<file path="config.mk">
export PLATFORM = sky130hd
export DESIGN_NAME = rc4_prga_decrypt_flat
export DESIGN_NICKNAME = d
export VERILOG_FILES = /design/src/rtl/rc4_prga_decrypt_if.sv /design/src/rtl/rc4_prga_decrypt.sv /design/src/flat_wrapper.sv
export SDC_FILE = /design/constraint.sdc
export NUM_CORES = 1
export LEC_CHECK = 0
export ABC_CLOCK_PERIOD_IN_PS = 2300
export CAP_MARGIN = 20
export CELL_PAD_IN_SITES_DETAIL_PLACEMENT = 1
export CELL_PAD_IN_SITES_GLOBAL_PLACEMENT = 1
export CORE_UTILIZATION = 25
export CTS_CLUSTER_SIZE = 25
export DETAILED_ROUTE_END_ITERATION = 16
export PLACE_DENSITY = 0.58
export SYNTH_ARGS = -nofsm -noshare
export SYNTH_HDL_FRONTEND = slang
export SYNTH_SLANG_ARGS = --single-unit
</file>
<file path="constraint.sdc">
create_clock -name clk -period 2.3 [get_ports clk]
set_clock_uncertainty 0.05 [all_clocks]
set_input_delay 0.46 -clock clk [delete_from_list [all_inputs] [get_ports clk]]
set_output_delay 0.46 -clock clk [all_outputs]
set_load 0.01 [all_outputs]
</file>
<file path="src/rtl/rc4_prga_decrypt_if.sv">
// Bundle between the RC4 PRGA decryptor and its S RAM, message ROM and decrypted RAM.
// The master view is the decryptor; the slave view is the memory/sequencer side.
interface rc4_prga_decrypt_if #(
    parameter int MSG_AW = 5
);
    logic              sig_start;
    logic [7:0]        s_address;
    logic [7:0]        s_data;
    logic              s_wren;
    logic [7:0]        s_q;
    logic [MSG_AW-1:0] rom_address;
    logic [7:0]        rom_q;
    logic [MSG_AW-1:0] dec_address;
    logic [7:0]        dec_data;
    logic              dec_wren;
    logic              t_done;

    modport master (
        input  sig_start, s_q, rom_q,
        output s_address, s_data, s_wren, rom_address,
               dec_address, dec_data, dec_wren, t_done
    );

    modport slave (
        output sig_start, s_q, rom_q,
        input  s_address, s_data, s_wren, rom_address,
               dec_address, dec_data, dec_wren, t_done
    );
endinterface

</file>
<file path="src/rtl/rc4_prga_decrypt.sv">
// RC4 pseudo-random generation phase: swaps S entries, forms the keystream byte and
// writes ROM ^ keystream into the decrypted RAM, nine cycles per message byte.
module rc4_prga_decrypt #(
    parameter int MSG_LEN = 32,
    parameter int MSG_AW  = 5
) (
    input  logic                  clk,
    input  logic                  reset,
    rc4_prga_decrypt_if.master    bus
);
    localparam logic [3:0] ST_IDLE   = 4'd0;
    localparam logic [3:0] ST_RD_SI  = 4'd1;
    localparam logic [3:0] ST_LT_SI  = 4'd2;
    localparam logic [3:0] ST_RD_SJ  = 4'd3;
    localparam logic [3:0] ST_LT_SJ  = 4'd4;
    localparam logic [3:0] ST_WR_SI  = 4'd5;
    localparam logic [3:0] ST_WR_SJ  = 4'd6;
    localparam logic [3:0] ST_RD_F   = 4'd7;
    localparam logic [3:0] ST_LT_F   = 4'd8;
    localparam logic [3:0] ST_WR_DEC = 4'd9;
    localparam logic [3:0] ST_DONE   = 4'd10;

    localparam logic [MSG_AW-1:0] K_LAST = MSG_AW'(MSG_LEN - 1);

    logic [3:0]        state;
    logic [7:0]        i;
    logic [7:0]        j;
    logic [MSG_AW-1:0] k;
    logic [7:0]        si;
    logic [7:0]        sj;

    // Every output is a register loaded with the value belonging to the state being
    // entered, so each branch below sets up the next state's outputs.
    always_ff @(posedge clk or posedge reset) begin
        if (reset) begin
            state           <= ST_IDLE;
            i               <= '0;
            j               <= '0;
            k               <= '0;
            si              <= '0;
            sj              <= '0;
            bus.s_address   <= '0;
            bus.s_data      <= '0;
            bus.s_wren      <= 1'b0;
            bus.rom_address <= '0;
            bus.dec_address <= '0;
            bus.dec_data    <= '0;
            bus.dec_wren    <= 1'b0;
            bus.t_done      <= 1'b0;
        end else begin
            // NOTE: non-blocking assignments let later branches read the pre-edge
            // values of j, si, sj and k, and allow these defaults to be overridden.
            bus.s_wren   <= 1'b0;
            bus.dec_wren <= 1'b0;
            case (state)
                ST_IDLE, ST_DONE: begin
                    if (bus.sig_start) begin
                        i             <= 8'd1;
                        j             <= 8'd0;
                        k             <= '0;
                        bus.s_address <= 8'd1;
                        bus.t_done    <= 1'b0;
                        state         <= ST_RD_SI;
                    end
                end
                ST_RD_SI: state <= ST_LT_SI;
                ST_LT_SI: begin
                    si            <= bus.s_q;
                    j             <= j + bus.s_q;
                    bus.s_address <= j + bus.s_q;
                    state         <= ST_RD_SJ;
                end
                ST_RD_SJ: state <= ST_LT_SJ;
                ST_LT_SJ: begin
                    sj            <= bus.s_q;
                    bus.s_address <= i;
                    bus.s_data    <= bus.s_q;
                    bus.s_wren    <= 1'b1;
                    state         <= ST_WR_SI;
                end
                ST_WR_SI: begin
                    // When i == j this second write lands on the same word with the
                    // same value, which is exactly the RC4 no-op swap.
                    bus.s_address <= j;
                    bus.s_data    <= si;
                    bus.s_wren    <= 1'b1;
                    state         <= ST_WR_SJ;
                end
                ST_WR_SJ: begin
                    bus.s_address   <= si + sj;
                    bus.rom_address <= k;
                    state           <= ST_RD_F;
                end
                ST_RD_F: state <= ST_LT_F;
                ST_LT_F: begin
                    bus.dec_address <= k;
                    bus.dec_data    <= bus.s_q ^ bus.rom_q;
                    bus.dec_wren    <= 1'b1;
                    state           <= ST_WR_DEC;
                end
                ST_WR_DEC: begin
                    if (k == K_LAST) begin
                        bus.t_done <= 1'b1;
                        state      <= ST_DONE;
                    end else begin
                        k             <= k + MSG_AW'(1);
                        i             <= i + 8'd1;
                        bus.s_address <= i + 8'd1;
                        state         <= ST_RD_SI;
                    end
                end
                default: state <= ST_IDLE;
            endcase
        end
    end
endmodule

</file>
<file path="src/flat_wrapper.sv">
// flat-port wrapper written by rule: the top's interface ports become plain ports
module rc4_prga_decrypt_flat 
#(
    parameter int MSG_LEN = 32,
    parameter int MSG_AW  = 5
)
  (clk, reset, bus_sig_start, bus_s_q, bus_rom_q, bus_s_address, bus_s_data, bus_s_wren, bus_rom_address, bus_dec_address, bus_dec_data, bus_dec_wren, bus_t_done);
  rc4_prga_decrypt_if #(.MSG_AW(MSG_AW)) bus_i ();
  input  logic clk;
  input  logic reset;
  input wire logic [$bits(bus_i.sig_start)-1:0] bus_sig_start;
  input wire logic [$bits(bus_i.s_q)-1:0] bus_s_q;
  input wire logic [$bits(bus_i.rom_q)-1:0] bus_rom_q;
  output wire logic [$bits(bus_i.s_address)-1:0] bus_s_address;
  output wire logic [$bits(bus_i.s_data)-1:0] bus_s_data;
  output wire logic [$bits(bus_i.s_wren)-1:0] bus_s_wren;
  output wire logic [$bits(bus_i.rom_address)-1:0] bus_rom_address;
  output wire logic [$bits(bus_i.dec_address)-1:0] bus_dec_address;
  output wire logic [$bits(bus_i.dec_data)-1:0] bus_dec_data;
  output wire logic [$bits(bus_i.dec_wren)-1:0] bus_dec_wren;
  output wire logic [$bits(bus_i.t_done)-1:0] bus_t_done;
  assign bus_i.sig_start = bus_sig_start;
  assign bus_i.s_q = bus_s_q;
  assign bus_i.rom_q = bus_rom_q;
  assign bus_s_address = bus_i.s_address;
  assign bus_s_data = bus_i.s_data;
  assign bus_s_wren = bus_i.s_wren;
  assign bus_rom_address = bus_i.rom_address;
  assign bus_dec_address = bus_i.dec_address;
  assign bus_dec_data = bus_i.dec_data;
  assign bus_dec_wren = bus_i.dec_wren;
  assign bus_t_done = bus_i.t_done;
  rc4_prga_decrypt #(.MSG_LEN(MSG_LEN), .MSG_AW(MSG_AW)) u_core (.clk(clk), .reset(reset), .bus(bus_i));
endmodule
</file>
**Word-level counts from Yosys, hierarchy flattened**

Cells that the tools add are included.

- Register bits after elaboration: 78
- Bits of input ports: 19
- Output and inout port bits: 37
- Word-level logic and storage cells: 62

- $add $sub $neg: 4
- Eq/ne operators: 14
- Multiplexer cells: 18
- Bitwise operators: 1
- Reductions and logical operators: 11

Operators by type and width:

| operator | count |
|---|---|
| $pmux 8 s2 | 3 |
| $pmux 8 s6 | 1 |
| $pmux 4 s10 | 1 |
| $mux 8 | 3 |
| $add 8x8->8 | 2 |
| $eq 4x3->1 const B | 4 |
| $eq 4x4->1 const B | 3 |
| $mux 5 | 2 |
| $pmux 5 s2 | 1 |
| $reduce_and 3->1 | 3 |
| $add 8x1->8 const B | 1 |
| $eq 4x2->1 const B | 2 |
| $mux 4 | 2 |
| $xor 8x8->8 | 1 |
| $reduce_bool 2->1 | 3 |
| $reduce_bool 6->1 | 1 |
| $add 5x1->5 const B | 1 |
| $eq 5x5->1 const B | 1 |
| $eq 4x1->1 const B | 1 |
| $logic_not 4->1 | 1 |
| $mux 1 | 4 |
| $ne 2x2->1 const B | 2 |
| $reduce_or 2->1 | 2 |
| $ne 2x1->1 const B | 1 |
| other kinds (2) | 2 |

**Depth between registers and ports, before layout**

Gate-level depths: netlist of run 1.

- Depth after elaboration: 4
- Depth in mapped cells: 8
- Depth with buffers taken out: 7

**Worst setup path after synthesis of run 1**

OpenSTA, ideal clock, no wires.

- Kind: input to register
- Start: in bus_s_q[0]
- End: reg u_core.bus.s_address[6]
- Library setup time: 0.139 ns
- Data arrival time: 1.963 ns
- Required time: 2.111 ns
- Setup slack: 0.148 ns
- Stages: 7
- Buffers on the path: 0
- Cell sequence: ha_1 > fa_1 > a211oi_1 > o21bai_1 > and4_1 > nor3_1 > a32oi_1

- Longest elaborated chain between the ends: 2

Ends and longest elaborated chain:

| element | line | text |
|---|---|---|
| start, declared | flat_wrapper.sv:12 | `input wire logic [$bits(bus_i.s_q)-1:0] bus_s_q;` |
| $add 8x8->8 | rc4_prga_decrypt.sv:70 | `bus.s_address <= j + bus.s_q;` |
| $pmux 8 s6 | rc4_prga_decrypt.sv:55 | `case (state)` |
| end signal, assigned | rc4_prga_decrypt.sv:70 |  |
| end signal, assigned | rc4_prga_decrypt.sv:76 | `bus.s_address <= i;` |
| end signal, assigned | rc4_prga_decrypt.sv:84 | `bus.s_address <= j;` |
| end, declared | rc4_prga_decrypt_if.sv:20 | `output s_address, s_data, s_wren, rom_address,` |

No other way between the ends.
A chain may end at the register's enable or synchronous reset.

**Worst setup path in the final report of run 1**

Ends and elaborated chain as after synthesis.

==> flow_summary.ini, run 1 <==
[run_status]
status = completed

[clock_tree]
ctsHoldBuffers = 0
cts_setup_buffers = 0
cts-root-buf = clkbuf_16
cts-buffers-inserted = 9
worstSkewPairLatency_ns = 0.35
clk_pin_slew_ns = 0.07
cts.path.max_buffers = 2
cts_tree = done
htreeDepth = 3
cts_sinks = 78

[pwr]
seqPwrFrac_pct = 30.5
ir_drop_mv = 0.474
power.switching_w = 0.00337
p_total_w = 0.00829
p_leak_nw = 2.54
sw_frac_of_total_pct = 40.7
pwr_density_cell_nw_per_um2 = 1450
combPwrFrac_pct = 51.5
internal-power_w = 0.00492
power.clock.fraction_pct = 18.0

[worst_setup_path]
path_max_fanout = 3
critPathLaunch = bus_s_q[0]
worst_r2r_endpoint = u_core.bus.s_address[4]
required_ns = 2.51
crit_slowest_cell = clkdlybuf4s50_1
end_kind = flop
rrSetupSlack_ns = 0.11
slowest_delay_ns = 0.45
startpoint_type = input port
cp.arrival_ns = 2.45
r2r_cells = 7
critPathKind = input port to flop
crit_path_cell_trace = clkdlybuf4s50_1 > ha_2 > fa_2 > a211oi_2 > o21bai_1 > buf_4 > nor4_4 > nor3_2 > a32oi_1
r2r_start = u_core.sj[0]

[floorplanning]
die_y_um = 133
fp.dieArea_um2 = 17600
io_pins = 56
start_util_pct = 25.6
die_w_um = 133
coreArea_um2 = 16600
placementRows = 47

[route]
drt-total-wl_um = 12500
drc = 0
detail_route.wl_per_cell_um = 16.9
drt_pre_antenna_iters = 4
drt_iter0_drc = 80
vias = 3530
ant_nets = 0
viasPerCell = 4.76

[finish]
fillCellCount = 1862
post-route-util_pct = 34.5
drive_above_1_share_pct = 20.3
final_net_count = 555
num_antenna_cells = 0
finalNonFillerCells = 742
syn_to_final_growth_pct = 34.5

[sta]
period_needed_ns = 2.24
fin_crit_sh_pct = 97.3
setup_viol = 0
max_slew.worst_pin.slew_ns = 0.505
slew_violations = 0
slew_headroom_pct = 66.3
setup_ws_ns = 0.0626
rsz0062_at_grt = false
hold_violations = 0
fmax_mhz = 447

[logic_synthesis]
syn_area_um2 = 4270
synth_cell_types = 57
syn_inst = 426
seq_area_frac_synth_pct = 45.8
ys_seq_elements = 78
avgSynthCellArea_um2 = 10.0
synth_fp_nets = 464
synthFlopType = dfrtp_1
yosys_warnings = 0
synth_edf_count = 0
async_flop_share_pct = 100

[global_routing]
grt_pass1_wl_um = 20400
grt_pass1_vias = 3819
grt_max_degree = 79
track_usage_pct = 14.9
antenna_found_initial = 0
grt_overflow = 0

[place]
dpl_worst_slack_ns = -0.545
dp_hpwl_um = 9190
portBuffers = 55
placed_cells_incl_taps = 726
globalplace.congestion = 0.771

[worst_hold_path]
holdPathStages = 2
hp-start = u_core.bus.s_data[7]
hold_path.class = flop to flop
min_to = u_core.bus.s_data[7]

[flow_run]
maxCapViolCount = 0
-- worst max path at each step --
| stage | cells after the start | to | slack [ns] |
|---|---|---|---|
| finish | 9 | u_core.bus.s_address[6] | 0.06 |
| floorplan | 7 | u_core.bus.s_address[6] | 0.15 |
| CTS | 8 | u_core.bus.s_address[4] | 0.02 |
| global route | 9 | u_core.bus.s_address[7] | 0.003 |
| global placement | 8 | u_core.bus.s_address[6] | -0.47 |
| detailed placement | 8 | u_core.bus.s_address[6] | -0.55 |
-- worst max-delay path: cells and delay by family --
family | cells | cell delay (ns)
buffers and inverters | 2 | 0.60
and+or+nand+nor | 2 | 0.25
adders and majority gates | 2 | 0.59
AOI/OAI and AO/OA | 3 | 0.55
-- cells by family (layout without fill, tap and decap cells) --
| group | after synthesis | after routing | share of synthesized area, % |
|---|---|---|---|
| xor gates and xnor gates | 21 | 21 | 4.31 |
| adders and majority gates | 19 | 19 | 5.93 |
| AOI/OAI and AO/OA | 108 | 108 | 17.1 |
| and+or+nand+nor | 144 | 144 | 16.8 |
| DFF | 78 | 78 | 45.8 |
| muxes | 27 | 27 | 6.95 |
| buffers and inverters | 29 | 125 | 3.14 |
-- cell type report --
cell class	instances	area, µm²	area share, %
multi-input combinational	319	2240	39.1
sequential	78	1950	34.0
timing repair buffer	103	936	16.3
tap	220	275	4.80
clock buffer	9	225	3.93
clock inverter	7	80.1	1.40
inverter	6	26.3	0.458
-- cell usage in the layout, fill, tap and decap left out, types with 8 or more instances in the layout --
master           instances
xnor2_1                 15
clkbuf_16                9
a22oi_1                 10
buf_4                   46
nand2b_1                 8
dfrtp_1                 78
clkdlybuf4s50_1         55
nor2_1                  23
nor3_1                  10
ha_1                    16
nand2_1                 72
mux2_2                  21
o21ai_0                 19
a21oi_1                 31
a21o_1                  10
-- flip-flops by register name, indices dropped and copies added, names as in the netlist --
register,cells
u_core.bus.dec_address,5
u_core.bus.dec_data,8
u_core.bus.dec_wren,1
u_core.bus.rom_address,5
u_core.bus.s_address,8
u_core.bus.s_data,8
u_core.bus.s_wren,1
u_core.bus.t_done,1
u_core.i,8
u_core.j,8
u_core.k,5
u_core.si,8
u_core.sj,8
u_core.state,4
-- repair_timing --
item	in CTS	in global routing
gates resized for setup	6	5
pin swaps	0	2
setup endpoints to repair	4	4
-- per-layer routing --
metal,share of wire (%),GRT usage [%]
met1,46,18.8
met2,50,25.7
met3,2.7,3.30
met4,1.0,3.96
met5,0,0
-- cell usage after synthesis, drive strengths merged, types with 3 or more instances --
library cell	number	area, µm²
dfrtp	78	1950
nand2	72	270
a21oi	31	155
nor2	26	110
mux2	21	236
o21ai	21	105
buf	18	92.6
ha	17	213
xnor2	15	131
nor3	11	55.1
a21o	10	75.1
a22oi	10	75.1
nand2b	8	50.1
a211oi	7	52.6
a22o	6	52.6
inv	6	22.5
mux2i	6	60.1
xor2	6	52.6
clkbuf	5	18.8
a2111oi	4	47.6
nand3	4	25.0
nor4b	4	62.6
a32oi	3	26.3
nor2b	3	18.8
o21bai	3	22.5
-- power groups by stage --
stage          Sequential [W]  Clock, W  Combinational (W)
3_5_place_dp          0.00256         0            0.00422
2_1_floorplan         0.00244         0            0.00253
3_3_place_gp          0.00253         0            0.00410
6_report              0.00253   0.00149            0.00427
4_1_cts               0.00254   0.00154            0.00430
5_1_grt               0.00264   0.00159            0.00470
-- stage by stage --
stage,setup TNS (ns),hold WS (ns),cell area [µm²]
after global routing,0,0.450,5740
after detailed placement,-3.21,0.419,5390
after floorplan,0,0.417,4270
final,0,0.426,5740
after CTS,0,0.434,5720
after global placement,-2.70,0.413,5390
No activity file was read; power rests on OpenSTA's default activity.
==> inputs of run 2 (changes only) <==
--- a/config.mk
+++ b/config.mk
@@ -9,10 +9,11 @@
 export CAP_MARGIN = 20
 export CELL_PAD_IN_SITES_DETAIL_PLACEMENT = 1
 export CELL_PAD_IN_SITES_GLOBAL_PLACEMENT = 1
-export CORE_UTILIZATION = 25
+export CORE_UTILIZATION = 39
 export CTS_CLUSTER_SIZE = 25
 export DETAILED_ROUTE_END_ITERATION = 16
-export PLACE_DENSITY = 0.58
+export GPL_TIMING_DRIVEN = 0
+export PLACE_DENSITY = 0.81
 export SYNTH_ARGS = -nofsm -noshare
 export SYNTH_HDL_FRONTEND = slang
 export SYNTH_SLANG_ARGS = --single-unit
==> flow_summary.ini, run 2 (synthesis results as in run 1) <==
[worst_setup_path]
path_max_fanout = 10
crit_path_cell_trace = buf_2 > nand4bb_1 > clkbuf_1 > nor3_1 > a221o_1 > a2111oi_2 > a21oi_1
slowest_delay_ns = 0.44
startpoint_type = flop
rrSetupSlack_ns = 0.04
critPathKind = flop to flop
cp.arrival_ns = 2.44
crit_slowest_cell = clkbuf_1
end_kind = flop
required_ns = 2.48

[finish]
final_net_count = 532
finalNonFillerCells = 634
syn_to_final_growth_pct = 24.5
num_antenna_cells = 0
mostFrequentLayoutCell = dfrtp_1
final_cell_mix = dfrtp_1 (78), nand2_1 (72), clkdlybuf4s50_1 (52), a21oi_1 (31), nor2_1 (23)
drive_above_1_share_pct = 15.7

[pwr]
combPwrFrac_pct = 53.2
power.switching_w = 0.00319
p_total_w = 0.00765
ir_drop_mv = 0.488
pwr_density_cell_nw_per_um2 = 1440
internal-power_w = 0.00446
seqPwrFrac_pct = 31.6
p_leak_nw = 2.38
sw_frac_of_total_pct = 41.7
power.clock.fraction_pct = 15.2

[sta]
fmax_mhz = 443
max_slew.worst_pin.slew_ns = 0.582
tns_ns = 0
slew_headroom_pct = 61.0
fin_crit_sh_pct = 98.2
period_needed_ns = 2.26
hold_violations = 0
setup_viol = 0
slew_violations = 0

[global_routing]
grt_max_degree = 37
grt_overflow = 0
grt_pass1_vias = 3724
gr-usage-met2_pct = 38.1
met1_usage_pct = 27.1
antenna_found_initial = 0
track_usage_pct = 21.8
top_usage_layer = met2
grt_use_met3_pct = 4.07
grt_pass1_wl_um = 19000

[place]
globalplace.congestion = 0.885
dp_hpwl_um = 8560
portBuffers = 55
placed_cells_incl_taps = 619

[clock_tree]
cts_setup_buffers = 0
cts_tree = done
cts_sinks = 78
cts-buffers-inserted = 9
cts.path.max_buffers = 2
cts-root-buf = clkbuf_8
worstSkewPairLatency_ns = 0.36
htreeDepth = 3
clk_pin_slew_ns = 0.08
ctsHoldBuffers = 0

[route]
drt_pre_antenna_iters = 5
viasPerCell = 5.49
vias = 3480
detail_route.wl_per_cell_um = 18.5
ant_nets = 0
drc = 0
drt-total-wl_um = 11700
drt_iter0_drc = 118

[floorplanning]
io_pins = 56
die_w_um = 107
fp.dieArea_um2 = 11400
die_y_um = 107
start_util_pct = 40.8
placementRows = 37
coreArea_um2 = 10500

[flow_run]
maxCapViolCount = 0

[worst_hold_path]
hold_path.class = input port to asynchronous set/reset pin

[run_status]
status = completed
run 2: cell types whose count changed in the layout (fill, tap and decap cells not counted), moves of 2 or more:
cell             delta
clkbuf_1            +6
nor2_2              -2
buf_4              -45
clkdlybuf4s50_1     -3
dlygate4sd2_1       +2
nor2_4              +2
inv_6               -4
clkbuf_16           -9
clkbuf_8           +11
buf_2              +17
run 2: area by class of cell:
class,instances,area [µm²]
buffer,23,111
clock buffer,12,155
clock inverter,3,67.6
fill,1162,5150
inverter,6,26.3
multi-input combinational,319,2240
sequential,78,1950
tap,136,170
timing repair buffer,57,591
run 2: what timing repair did:
action	CTS	global route
gates resized for setup	11	6
cloned	0	0
pin swaps	1	1
endpoints found under the setup margin	18	26
run 2: power groups by stage:
stage	Sequential (W)	Combinational (W)	Clock [W]
after floorplan	0.00244	0.00253	0
after global placement	0.00239	0.00378	0
after detailed placement	0.00244	0.00395	0
after CTS	0.00241	0.00404	0.00119
after global routing	0.00250	0.00450	0.00124
final	0.00242	0.00407	0.00116
run 2: final timing paths:
| kind | from | endpoint | cells past startpoint |
|---|---|---|---|
| max reg2reg | u_core.state[0] | u_core.bus.s_address[3] | 7 |
| min in group clk | u_core.bus.s_data[7] | u_core.bus.s_data[7] | 2 |
| min | reset | u_core.bus.s_data[1] | 2 |
| max in group asynchronous | reset | u_core.i[1] | 3 |
| min reg2reg | u_core.bus.s_data[7] | u_core.bus.s_data[7] | 2 |
| max | u_core.state[0] | u_core.bus.s_address[3] | 7 |
run 2: through the flow:
step	hold WS [ns]	util, %	setup slack (ns)	instance area, µm²
2_1_floorplan	0.417	-	0.148	4270
3_3_place_gp	0.409	47.7	-0.796	4990
3_5_place_dp	0.416	48.1	-0.868	5030
4_1_cts	0.430	50.5	-0.0799	5280
5_1_grt	0.453	50.8	-0.0296	5310
6_report	0.426	50.8	0.0407	5310
run 2: routing by layer:
layer,up-vias,routed length [µm]
li1,1659,-
met1,1733,5170
met2,77,5910
met3,11,480
met4,0,159
met5,-,0
run 2: critical path: cells and delay by family (launching register included):
family | cells | cell delay [ns]
and+or+nand+nor | 2 | 0.35
buffers and inverters | 2 | 0.64
AOI/OAI and AO/OA | 3 | 0.68
DFF | 1 | 0.40
